## src/rtl/memd_pipe.sv

```systemverilog
// Parametrised data memory with a latency-configurable tagged read pipeline,
// valid/ready request handshake, optional writes, speculative flush and flash/sweep clear.
module memd_pipe #(
   parameter int DATA_W    = 8,
   parameter int ADDR_W    = 2,
   parameter int DEPTH     = 4,
   parameter int LATENCY   = 1,
   parameter int WRITE_EN  = 1,
   parameter int SWEEP_CLR = 0,
   parameter int TAG_W     = 4
) (
   input  logic              clk,
   input  logic              rst,
   input  logic              req_valid,
   output logic              req_ready,
   input  logic              req_rdwt,
   input  logic [ADDR_W-1:0] req_addr,
   input  logic [DATA_W-1:0] req_data,
   input  logic [TAG_W-1:0]  req_tag,
   input  logic              flush,
   output logic              resp_valid,
   output logic [DATA_W-1:0] resp_data,
   output logic [TAG_W-1:0]  resp_tag,
   output logic              init_done,
   output logic [7:0]        wr_drop_cnt
);

   localparam int IDX_W = (DEPTH > 1) ? $clog2(DEPTH) : 1;

   typedef enum logic {INIT, READY} state_t;

   state_t            state;
   logic [IDX_W-1:0]  sweep_cnt;
   logic [DATA_W-1:0] mem [DEPTH];

   logic              addr_ok;
   logic              acc;
   logic              rd_fire;
   logic              wr_fire;
   logic [IDX_W-1:0]  idx;
   logic [DATA_W-1:0] rd_word;

   logic              vld_in  [LATENCY];
   logic [DATA_W-1:0] data_in [LATENCY];
   logic [TAG_W-1:0]  tag_in  [LATENCY];
   logic              vld_p   [LATENCY];
   logic [DATA_W-1:0] data_p  [LATENCY];
   logic [TAG_W-1:0]  tag_p   [LATENCY];

   function automatic logic [7:0] sat_inc8(input logic [7:0] v);
      return (v == 8'hFF) ? v : v + 8'd1;
   endfunction

   assign addr_ok = {1'b0, req_addr} < (ADDR_W+1)'(DEPTH);
   assign idx     = req_addr[IDX_W-1:0];
   assign acc     = req_valid && req_ready;
   assign rd_fire = acc && req_rdwt;
   assign wr_fire = acc && !req_rdwt;
   assign rd_word = addr_ok ? mem[idx] : '0;

   // Control FSM: ready/init_done are registered copies of state==READY
   always_ff @(posedge clk) begin
      if (rst) begin
         state     <= INIT;
         req_ready <= 1'b0;
         init_done <= 1'b0;
         sweep_cnt <= '0;
      end else begin
         case (state)
            INIT: begin
               if (SWEEP_CLR == 0 || sweep_cnt == IDX_W'(DEPTH - 1)) begin
                  state     <= READY;
                  req_ready <= 1'b1;
                  init_done <= 1'b1;
               end else begin
                  sweep_cnt <= sweep_cnt + 1'b1;
               end
            end
            READY: begin
               state <= READY;
            end
            default: begin
               state     <= INIT;
               req_ready <= 1'b0;
               init_done <= 1'b0;
            end
         endcase
      end
   end

   // Array: clear (flash during rst, or one word per INIT cycle), then committed writes
   always_ff @(posedge clk) begin
      if (rst) begin
         if (SWEEP_CLR == 0) begin
            for (int i = 0; i < DEPTH; i++) mem[i] <= '0;
         end
      end else if (state == INIT) begin
         if (SWEEP_CLR != 0) mem[sweep_cnt] <= '0;
      end else if (wr_fire && addr_ok && (WRITE_EN != 0)) begin
         mem[idx] <= req_data;
      end
   end

   always_ff @(posedge clk) begin
      if (rst) begin
         wr_drop_cnt <= 8'd0;
      end else if ((WRITE_EN == 0) && wr_fire && addr_ok) begin
         wr_drop_cnt <= sat_inc8(wr_drop_cnt);
      end
   end

   always_comb begin
      vld_in[0]  = rd_fire;
      data_in[0] = rd_word;
      tag_in[0]  = req_tag;
      for (int i = 1; i < LATENCY; i++) begin
         vld_in[i]  = vld_p[i-1];
         data_in[i] = data_p[i-1];
         tag_in[i]  = tag_p[i-1];
      end
   end

   // Stage p0..p(LATENCY-1): valid bits are squashed on flush, including a same-edge read
   always_ff @(posedge clk) begin
      if (rst || flush) begin
         for (int i = 0; i < LATENCY; i++) vld_p[i] <= 1'b0;
      end else begin
         for (int i = 0; i < LATENCY; i++) vld_p[i] <= vld_in[i];
      end
   end

   // Last stage is the output register: it holds its value between responses
   always_ff @(posedge clk) begin
      for (int i = 0; i < LATENCY; i++) begin
         if (i == LATENCY - 1) begin
            if (rst) begin
               data_p[i] <= '0;
               tag_p[i]  <= '0;
            end else if (vld_in[i] && !flush) begin
               data_p[i] <= data_in[i];
               tag_p[i]  <= tag_in[i];
            end
         end else begin
            data_p[i] <= data_in[i];
            tag_p[i]  <= tag_in[i];
         end
      end
   end

   assign resp_valid = vld_p[LATENCY-1];
   assign resp_data  = data_p[LATENCY-1];
   assign resp_tag   = tag_p[LATENCY-1];

endmodule

```

## config.mk

```make
export PLATFORM = sky130hd
export DESIGN_NAME = memd_pipe
export DESIGN_NICKNAME = d
export VERILOG_FILES = /design/src/rtl/memd_pipe.sv
export SDC_FILE = /design/constraint.sdc
export NUM_CORES = 1
export LEC_CHECK = 0
export CAP_MARGIN = 20
export CORE_MARGIN = 2
export CORE_UTILIZATION = 43
export DETAILED_ROUTE_END_ITERATION = 6
export PLACE_DENSITY = 0.74
export SYNTH_ARGS = -nofsm -noshare
export SYNTH_HDL_FRONTEND = slang
export SYNTH_SLANG_ARGS = --single-unit
export TNS_END_PERCENT = 10
```

## constraint.sdc

```tcl
create_clock -name clk -period 1.9 [get_ports clk]
set_clock_uncertainty 0.1 [all_clocks]
set_input_delay 0.285 -clock clk [delete_from_list [all_inputs] [get_ports clk]]
set_output_delay 0.285 -clock clk [all_outputs]
set_load 0.05 [all_outputs]
```

==> results.md <==
- RD Place Congestion: 0.805
- Ys Warns: 0
- Max-Cap Viols: 0
- Core Footprint: 4790 µm²
- Initial antenna violation count: 0
- Worst setup EP type: output pin
- Clock Latency Late Sink: 0.30 ns
- Leakage: 0.985 nW
- R2r startpoint: mem[1][0]
- Netlist cell types: 24
- Worst-path maximum fanout: 1
- CP Launch Type: flop
- Synth Area in Adders: 0%
- Mapped cell area: 2150 µm²
- Starting DRC count in detailed routing: 85
- Max Clk Rate: 545 MHz
- Nets: 208
- Placed cell count: 249
- DRC Markers: 0
- Final Hold Viols: 0
- Unrepaired setup endpoints after global routing: no
- Dominant cell type by area after synthesis: edfxtp_1
- Crit-path max cell delay: 0.80 ns
- Largest family of logic cells by synthesized area: simple AND/OR/NAND/NOR gates
- Setup violations, final: 0
- Synth Area in XOR/XNOR: 0%
- Post-Syn Area per Cell: 14.7 µm²
- Period utilisation layout: 96.5%
- CTS root buffer: clkbuf_8
- Critical-path top delay cell: clkdlybuf4s50_1
- Pins Over Slew Limit: 0
- Critical path start-end classification: reg2out
- Fin worst setup slack: 0.0662 ns
- Synth-to-layout area growth: 26.5%
- CTS Buffer Depth: 2
- Post-synth top area share: 61.4%
- Cell family with the largest share of critical-path delay: buffers and inverters
- Rows: 25
- Share of post-route cells with drive strength above 1: 22.6%
- Pin count of the biggest net entering global routing: 30
- Cts bufs inserted: 5
- Die width: 74.7 µm
- CTS tree: built
- N_diodes: 0
- Area occupied by multi-input gates: 622 µm²
- Pre-Repair DR Iteration Count: 4
- Fillers: 374
- Clock sink count: 47
- Area contributors post-synth: edfxtp_1 61%, nor4_1 6.7%, mux4_2 6.3%, nor3b_2 3.5%, buf_4 3.1%
- Pwr Total: 2.08 mW
- #FFs+latches synth: 47
- Chip Height: 74.7 µm
- Hold WC Path Type: reg2reg
- H-tree depth: 2
- Register area share after synthesis: 64.2%
- Final min period: 1.83 ns
- Port buffer count: 33
- Reg clk slew, reported paths: 0.08 ns
- Post-Synth Simple-Gate Area: 17.6%
- Total wire length: 4300 µm
- Least-Margin Pin Slew: 0.508 ns
- Total GRT Usage: 17.3%
- Hold WS: 0.405 ns
- Syn Inst Count: 146
- Vias in the first global route: 1481
- Commonest non-fill, non-tap cell in the layout: edfxtp_1
- I/O pin cnt: 42
- Full die area: 5590 µm²
- Routed wire length per instance: 16.7 µm
- CP Data Required Time: 1.51 ns
- Synth Area in Compound Gates: 1.16%
- Post-DRT Antenna Nets: 0
- GR Overflow Total: 0
- DR vias: 1360
- Peak supply drop: 365 µV
- Post-detail-place hpwl: 3110 µm
- Cts hold-fix bufs: 0
- Critical path buffer and inverter count: 1
- CP Cell Sequence: clkdlybuf4s50_1
- Most frequent cells in the layout: 44 x edfxtp_1, 29 x clkdlybuf4s50_1, 23 x nor4_1
- DR vias/cell: 5.29
- Setup crit start: data_p[0][7]
- Register Area: 1380 µm²
- Max-slew headroom: 66.0%
- Non-filler instance count after layout: 257
- Min-delay src: init_done
- Arrival @ worst endpoint: 1.45 ns
- Pre-CTS WS: -0.126 ns
- First-pass GRT wire length: 6840 µm
- Post-synthesis mux area share: 8.72%
- Initial Utilization: 45.0%
- Pwr/cell area: 763 nW/µm²
- Status: completed
## report_power, final
group	switching, mW	leakage (nW)	internal [mW]	total, mW
Clock	0.326	0.0412	0.257	0.583
Sequential	0.0141	0.484	1.17	1.18
Combinational	0.188	0.460	0.124	0.312
## layout make-up
| type | instances | share of cell area (%) |
|---|---|---|
| Sequential cell | 47 | 50.8 |
| Inverter | 10 | 1.38 |
| Clock buffer | 6 | 2.67 |
| Tap cell | 67 | 3.08 |
| Clock inverter | 2 | 0.460 |
| Multi-Input combinational cell | 73 | 22.9 |
| Timing Repair Buffer | 52 | 18.8 |
## final timing paths
path / end / slack, ns / depth (start not counted)
worst min-delay path: init_done / 0.41 / 2
worst min register to register: init_done / 0.41 / 2
worst max register to register: data_p[0][0] / 0.53 / 2
worst max-delay path: resp_data[7] / 0.07 / 1
## cells by family (layout without fill, tap and decap cells)
family / after synthesis / after routing
and+or+nand+nor: 52 / 52
DFF: 47 / 47
buffers and inverters: 33 / 70
muxes: 8 / 8
AOI/OAI and AO/OA: 5 / 5
other: 1 / 8
## stage by stage
stage / instance area (µm²) / setup TNS [ns] / utilization (%)
after floorplan: 2180 / 0 / -
after global placement: 2630 / -0.533 / 55.0
after detailed placement: 2630 / -0.736 / 55.0
after CTS: 2720 / 0 / 56.8
after global routing: 2720 / 0 / 56.9
final: 2720 / 0 / 56.9
## sequential cells by signal (all words and copies together) (netlist names)
register / count
data_p: 8
init_done: 1
mem: 32
state: 1
tag_p: 4
vld_p: 1
## repair_timing
action | in CTS | in global routing
endpoints found under the setup margin | 0 | 2
resized for setup | 0 | 2
buffers inserted | 0 | 0
endpoints found under the hold margin | 0 | 0
## metal layers
metal	vias up	track usage [%]	part of all wire (%)
met3	16	4.82	7.5
li1	640	-	-
met5	-	0	0
met2	60	29.8	53
met1	644	18.0	36
met4	0	12.9	3.7
## cells in the mapped netlist
cell type,instances
mux4_1,2
nor4_2,1
nand2_1,2
nor3b_2,6
clkbuf_1,4
edfxtp_1,44
buf_2,8
buf_6,1
buf_4,9
inv_1,10
mux4_2,6
or2_1,1
dfxtp_1,3
o21ai_0,4
nand4b_1,1
nand4b_4,1
nor4_1,23
conb_1,1
nor3b_1,6
a21oi_1,1
nand2b_1,2
nor3_1,8
nor2_1,1
buf_1,1
Note: power is estimated with default switching activity, not from simulation.
